## src/rtl/uart_rx.sv

```systemverilog
// uart_rx: 8N1 serial receiver into a first-word-fall-through byte FIFO (8E1 when UART_RX_PARITY_EN is defined).
// Latency: byte on data_o 1 clk after the stop-bit sample (~9.5 bit periods + 2 clk sync after start edge).
// Backpressure: none on the line; a byte completing into a full FIFO is dropped and flagged on overrun_o.
module uart_rx #(
  parameter int CLK_FREQ   = 125_000_000,
  parameter int BAUD       = 115_200,
  parameter int OVERSAMPLE = 16,
  parameter int FIFO_DEPTH = 16
) (
  input  logic       clk,
  input  logic       rst,
  input  logic       rx_i,
  input  logic       rd_en_i,
  output logic [7:0] data_o,
  output logic       fifo_full_o,
  output logic       fifo_empty_o,
  output logic       frame_err_o,
`ifdef UART_RX_PARITY_EN
  output logic       parity_err_o,
`endif
  output logic       overrun_o
);

  localparam int TICK_DIV = CLK_FREQ / (BAUD * OVERSAMPLE);
  localparam int DIV_W    = (TICK_DIV > 1) ? $clog2(TICK_DIV) : 1;
  localparam int OS_W     = $clog2(OVERSAMPLE);
  localparam int HALF     = OVERSAMPLE / 2;
  localparam int AW       = $clog2(FIFO_DEPTH);

  if (TICK_DIV < 1) begin : g_chk_div
    $error("uart_rx: CLK_FREQ/(BAUD*OVERSAMPLE) must be >= 1");
  end
  if (OVERSAMPLE < 8) begin : g_chk_os
    $error("uart_rx: OVERSAMPLE must be >= 8");
  end
  if ((FIFO_DEPTH < 2) || ((FIFO_DEPTH & (FIFO_DEPTH - 1)) != 0)) begin : g_chk_depth
    $error("uart_rx: FIFO_DEPTH must be a power of two >= 2");
  end

  typedef enum logic [2:0] {IDLE, START, DATA, PARITY, STOP} state_t;

  state_t            state;
  logic              rx_meta, rx_s;
  logic [DIV_W-1:0]  div_cnt;
  logic [OS_W-1:0]   os_cnt;
  logic [2:0]        bit_idx;
  logic [7:0]        shift;
  logic              brk;
  logic              tick, bit_end, stop_sample, pop_ok, room, push, par_ok;

  logic [7:0]        mem [FIFO_DEPTH];
  logic [AW:0]       wr_ptr, rd_ptr;

  assign tick        = (div_cnt == DIV_W'(TICK_DIV - 1));
  assign bit_end     = tick && (os_cnt == OS_W'(OVERSAMPLE - 1));
  assign stop_sample = (state == STOP) && bit_end;

  assign fifo_empty_o = (wr_ptr == rd_ptr);
  assign fifo_full_o  = (wr_ptr[AW] != rd_ptr[AW]) && (wr_ptr[AW-1:0] == rd_ptr[AW-1:0]);
  assign data_o       = mem[rd_ptr[AW-1:0]];
  assign pop_ok       = rd_en_i && !fifo_empty_o;
  // A full FIFO still accepts the byte when the same cycle frees a slot.
  assign room         = !fifo_full_o || pop_ok;

`ifdef UART_RX_PARITY_EN
  logic par_bit;
  assign par_ok = ~(^shift ^ par_bit);
`else
  assign par_ok = 1'b1;
`endif

  assign push = stop_sample && rx_s && par_ok && room;

  always_ff @(posedge clk) begin
    if (rst) begin
      rx_meta     <= 1'b1;
      rx_s        <= 1'b1;
      state       <= IDLE;
      div_cnt     <= '0;
      os_cnt      <= '0;
      bit_idx     <= '0;
      shift       <= '0;
      brk         <= 1'b1;
      frame_err_o <= 1'b0;
      overrun_o   <= 1'b0;
`ifdef UART_RX_PARITY_EN
      par_bit      <= 1'b0;
      parity_err_o <= 1'b0;
`endif
    end else begin
      rx_meta     <= rx_i;
      rx_s        <= rx_meta;
      frame_err_o <= 1'b0;
      overrun_o   <= 1'b0;
`ifdef UART_RX_PARITY_EN
      parity_err_o <= 1'b0;
`endif
      div_cnt <= tick ? '0 : div_cnt + 1'b1;
      if (tick) os_cnt <= os_cnt + 1'b1;

      case (state)
        IDLE: begin
          // After a break or reset the line must be seen high before re-arming.
          if (rx_s) brk <= 1'b0;
          if (!brk && !rx_s) begin
            state   <= START;
            div_cnt <= '0;
            os_cnt  <= '0;
          end
        end
        START: begin
          if (tick && (os_cnt == OS_W'(HALF - 1))) begin
            os_cnt  <= '0;
            bit_idx <= '0;
            state   <= rx_s ? IDLE : DATA;
          end
        end
        DATA: begin
          if (bit_end) begin
            os_cnt         <= '0;
            shift[bit_idx] <= rx_s;
            bit_idx        <= bit_idx + 1'b1;
`ifdef UART_RX_PARITY_EN
            if (bit_idx == 3'd7) state <= PARITY;
`else
            if (bit_idx == 3'd7) state <= STOP;
`endif
          end
        end
`ifdef UART_RX_PARITY_EN
        PARITY: begin
          if (bit_end) begin
            os_cnt  <= '0;
            par_bit <= rx_s;
            state   <= STOP;
          end
        end
`endif
        STOP: begin
          if (bit_end) begin
            os_cnt <= '0;
            state  <= IDLE;
            if (!rx_s) begin
              frame_err_o <= 1'b1;
              brk         <= 1'b1;
            end
`ifdef UART_RX_PARITY_EN
            else if (!par_ok) parity_err_o <= 1'b1;
`endif
            else if (!room) overrun_o <= 1'b1;
          end
        end
        default: state <= IDLE;
      endcase
    end
  end

  always_ff @(posedge clk) begin
    if (rst) begin
      wr_ptr <= '0;
      rd_ptr <= '0;
      for (int i = 0; i < FIFO_DEPTH; i++) mem[i] <= '0;
    end else begin
      if (push) begin
        mem[wr_ptr[AW-1:0]] <= shift;
        wr_ptr              <= wr_ptr + 1'b1;
      end
      if (pop_ok) rd_ptr <= rd_ptr + 1'b1;
    end
  end

endmodule

```

## config.mk

```make
export PLATFORM = sky130hd
export DESIGN_NAME = uart_rx
export DESIGN_NICKNAME = d
export VERILOG_FILES = /design/src/rtl/uart_rx.sv
export SDC_FILE = /design/constraint.sdc
export NUM_CORES = 1
export LEC_CHECK = 0
export ABC_AREA = 0
export CORE_MARGIN = 4
export CORE_UTILIZATION = 45
export CTS_BUF_LIST = sky130_fd_sc_hd__clkbuf_2
export DETAILED_ROUTE_END_ITERATION = 7
export PLACE_DENSITY = 0.68
export SLEW_MARGIN = 40
export SYNTH_ARGS = -nofsm -noshare
export SYNTH_HDL_FRONTEND = slang
export SYNTH_SLANG_ARGS = --single-unit
```

## constraint.sdc

```tcl
create_clock -name clk -period 3.07 [get_ports clk]
set_input_delay 0.614 -clock clk [delete_from_list [all_inputs] [get_ports clk]]
set_output_delay 0.614 -clock clk [all_outputs]
set_load 0.02 [all_outputs]
```

# After elaboration in Yosys (flattened, before gate mapping)

Memory sizes are Yosys's and may differ from the RTL's. A register that Yosys moved wholly into a read port is not among the register bits.
Cells that the tools add are included.

Flip-flop bits (word level): 40
Bits in latches: 0
RAM bits: 128
Bits in read-only memories: 0
Input bits: 4
Output and inout port bits: 12
Logic and storage cells: 102
Memories kept: 1

Memories:

| name | depth | bits a word | rd ports | clocked after memory_dff | wr ports | RTL line | RTL |
|---|---|---|---|---|---|---|---|
| mem  | 16    | 8           | 1        | 1                        | 16       | 51       | `logic [7:0] mem [FIFO_DEPTH];` |

$add $sub $neg: 5
Multipliers: 0
Div/mod/pow operators: 0
Order comparisons: 2
Equal/unequal tests: 17
Shift operators: 0
Mux-type cells: 37
Bitwise gates (word level): 3
Reductions and logical operators: 25

Operator list:

| cell                  | number |
|---|---|
| $mux W4               | 7 |
| $mux W3               | 7 |
| $mux W7               | 3 |
| $ne A2 B2 Y1 const B  | 7 |
| $mux W1               | 12 |
| $pmux W3 S4           | 1 |
| $pmux W4 S3           | 1 |
| $add A5 B1 Y5 const B | 2 |
| $logic_and A1 B1 Y1   | 9 |
| $bwmux W8             | 1 |
| $mux W8               | 1 |
| $reduce_or A8 Y1      | 1 |
| $add A7 B1 Y7 const B | 1 |
| $eq A7 B7 Y1 const B  | 1 |
| $eq A3 B3 Y1 const B  | 2 |
| $pmux W3 S2           | 1 |
| $eq A5 B5 Y1          | 1 |
| $reduce_and A5 Y1     | 1 |
| $add A4 B1 Y4 const B | 1 |
| $eq A4 B3 Y1 const B  | 1 |
| $eq A4 B4 Y1          | 1 |
| $eq A4 B4 Y1 const B  | 1 |
| $logic_not A1 Y1      | 4 |
| $lt A3 B4 Y1 const B  | 1 |
| other kinds (18)      | 21 |

# Depth between registers and ports, before layout

Depth after elaboration: 10
Mapped depth: 9
Depth with buffers taken out: 6

# Least setup slack after synthesis

Ideal clock, no wire load.

Path kind: reg-to-output
Start: register with a tool-made name
End: output port data_o[0]
Data arrival time: 1.874 ns
Required time: 2.456 ns
Path slack: 0.582 ns
Stages on the path, launching flop included: 5
Buffers on the path: 2
Path through: dfxtp_1 clkbuf_1 buf_2 mux4_2 mux4_2

RTL lines:

| item      | RTL line | RTL |
|---|---|---|
| to (decl) | 14       | `output logic [7:0] data_o,` |

==> flow_summary.toml <==
[global_route]
grt_start_max_net_pins = 48
grt_pass1_vias = 5005
grt_first_pass_wirelength_um = 28300
grt_use_total = 0.187
antenna_found_initial = 0
grt_overflow = 0

[placement]
dp_hpwl_um = 11800
place_congestion = 0.859
port-buffer-count = 15
placed_area_um2 = 8280

[synth]
ys_seq_area_frac = 0.602
avgSynthCellArea_um2 = 12.7
async_reset_ff_frac = 0
yosys_warnings = 0
synth_cells = 619
ys_ff_latch = 172
synthesis.area_um2 = 7850
ys_types = 53
synth-main-ff-cell = "edfxtp_1"
synth_edf_count = 128
synth_nets = 633

[floorplanning]
dieArea_um2 = 19600
io_pins = 16
die_x_um = 140
rows = 48
initial_core_util = 0.457
core-area_um2 = 17200
die_h_um = 140

[clock_tree]
cts_htree_levels = 4
clock-root-buffer = "clkbuf_2"
cts_tree = "built"
clkSinkCount = 172
clockBufferDepth = 2
ctsHoldBuffers = 0
clkLatencyLatePin_ns = 0.76
clkTransAtPathRegs_ns = 0.23
cts_made_buffers = 17

[route]
ant_nets = 0
post_drt_via_cell_ratio = 5.83
drtPass1Iterations = 5
drc = 0
drt_iter0_markers = 477
wire_per_inst_um = 20.4
routed_wl_um = 17700
num_vias = 5058

[critical_path]
critical_path.most_common_cell = "mux4_2"
worst_ep_arrival_time_ns = 2.58
critical_path_buf_inv_count = 2
cpMaxStageDelayCell = "mux4_2"
crit_family = "multiplexers"
cp-start-kind = "flip-flop"
required_ns = 2.46
worstSetupPathType = "reg -> out"
max_stage_delay_ns = 0.53
cp_cell_sequence = "buf_12 > mux4_2 > mux4_2 > buf_2"
critPathMaxFanout = 9
end_kind = "primary output"

[final_layout]
finish.net_count = 644
synthToLayoutAreaGrowth_pct = 10.4
final_common_cell = "nor2_1"
fillers = 1483
drive_gt1_frac = 0.226
stdcell_area_um2 = 8670
final_cell_mix = "nor2_1 (154), edfxtp_1 (128), nand2_1 (50)"
antenna_cells = 0

[sta]
rsz0062_at_grt = "yes"
setup_slack_ns = -0.126
drv_slew = 0
worst_pin_slew_ns = 0.528
holdWs_ns = 0.437
slew_headroom = 0.645
fmax_mhz = 313
finalSetupViolations = 8
hold_violations = 0
finClkSkew_ns = 0.0465
fin_crit_sh = 1.04
min_period_ns = 3.20

[job]
max-cap-violations = 0

[outcome]
status = "finished, violations left"
violations = "setup timing"

[worst_hold_path]
hold_class = "in -> reg"

[pwr]
power_density_nw_per_um2 = 503
power_leakage_nw = 2.71
p_total_mw = 4.36
vdd_drop_max_mv = 0.288
metrics by stage:
| step | setup slack (ns) | util | std cells | setup TNS, ns |
|---|---|---|---|---|
| 2_1_floorplan | 0.582 | - | 619 | 0 |
| 4_1_cts | -0.165 | 0.506 | 869 | -1.11 |
| 6_report | -0.126 | 0.505 | 868 | -0.736 |
| 3_3_place_gp | 0.202 | 0.482 | 834 | 0 |
| 3_5_place_dp | 0.160 | 0.482 | 834 | 0 |
| 5_1_grt | -0.239 | 0.505 | 868 | -1.76 |
logic make-up (layout without fill, tap and decap cells):
| kind of cell | after synthesis | in the layout | share of synthesized area |
|---|---|---|---|
| AOI/OAI and AO/OA | 45 | 45 | 0.0457 |
| DFF | 172 | 172 | 0.602 |
| buffers and inverters | 47 | 71 | 0.0257 |
| adders and majority gates | 10 | 10 | 0.0159 |
| and+or+nand+nor | 274 | 274 | 0.157 |
| xor gates and xnor gates | 13 | 13 | 0.0145 |
| muxes | 58 | 58 | 0.139 |
Yosys cell counts (7+ instances only):
library cell	n	area [um2]
a21oi_1	8	40.0
a31o_2	15	131
buf_2	19	95.1
clkbuf_1	21	78.8
dfxtp_1	44	881
edfxtp_1	128	3840
ha_1	10	125
mux2_2	9	101
mux2i_1	9	90.1
mux4_2	40	901
nand2_1	50	188
nand3_1	10	50.1
nand4_1	7	43.8
nor2_1	154	578
nor2b_1	12	75.1
nor3_1	9	45.0
xnor2_1	10	87.6
path summary, 6_finish.rpt:
| check | cells after the start | to | from | slack (ns) |
|---|---|---|---|---|
| worst max register to register | 5 | mem[6][5] | state[2] | 0.64 |
| worst max-delay path | 4 | data_o[4] | flip-flop | -0.13 |
| worst min-delay path | 2 | rx_meta | rx_i | 0.44 |
| worst min register to register | 1 | rx_s | rx_meta | 0.45 |
sequential cells by signal, summed over array words and instances, names as in the netlist, 3 cells and up, named ones only:
| signal | cells |
|---|---|
| mem | 128 |
| state | 3 |
| shift | 8 |
| wr_ptr | 5 |
| div_cnt | 7 |
| rd_ptr | 5 |
| os_cnt | 4 |
| bit_idx | 3 |
cell type report:
type / count / area (um2) / area share
Tap cell: 225 / 282 / 0.0325
Clock inverter: 14 / 265 / 0.0306
Inverter: 4 / 15.0 / 0.00173
Timing Repair Buffer: 35 / 323 / 0.0372
Sequential cell: 172 / 4730 / 0.546
Clock buffer: 18 / 90.1 / 0.0104
Multi-Input combinational cell: 400 / 2960 / 0.342
where the power goes:
part / switching [mW] / leakage (nW) / internal, mW / total [mW]
Sequential: 0.0393 / 1.57 / 2.58 / 2.62
Combinational: 0.0916 / 0.939 / 0.0659 / 0.157
Clock: 0.799 / 0.195 / 0.788 / 1.59
Total: 0.929 / 2.71 / 3.43 / 4.36
routing by layer:
metal,wire length [um],share of wire,GRT usage,up-vias
met5,0,0,0,-
met4,348,0.020,0.0541,0
met3,1580,0.089,0.0553,36
met2,8590,0.49,0.303,249
met1,7150,0.40,0.246,2480
li1,-,-,-,2293
repair_timing:
action	in CTS	in global routing
gates resized for setup	47	4
endpoints found under the setup margin	10	10
pin swaps	0	0
cloned	1	0
setup buffers	2	0
No activity file was read; power rests on OpenSTA's default activity.
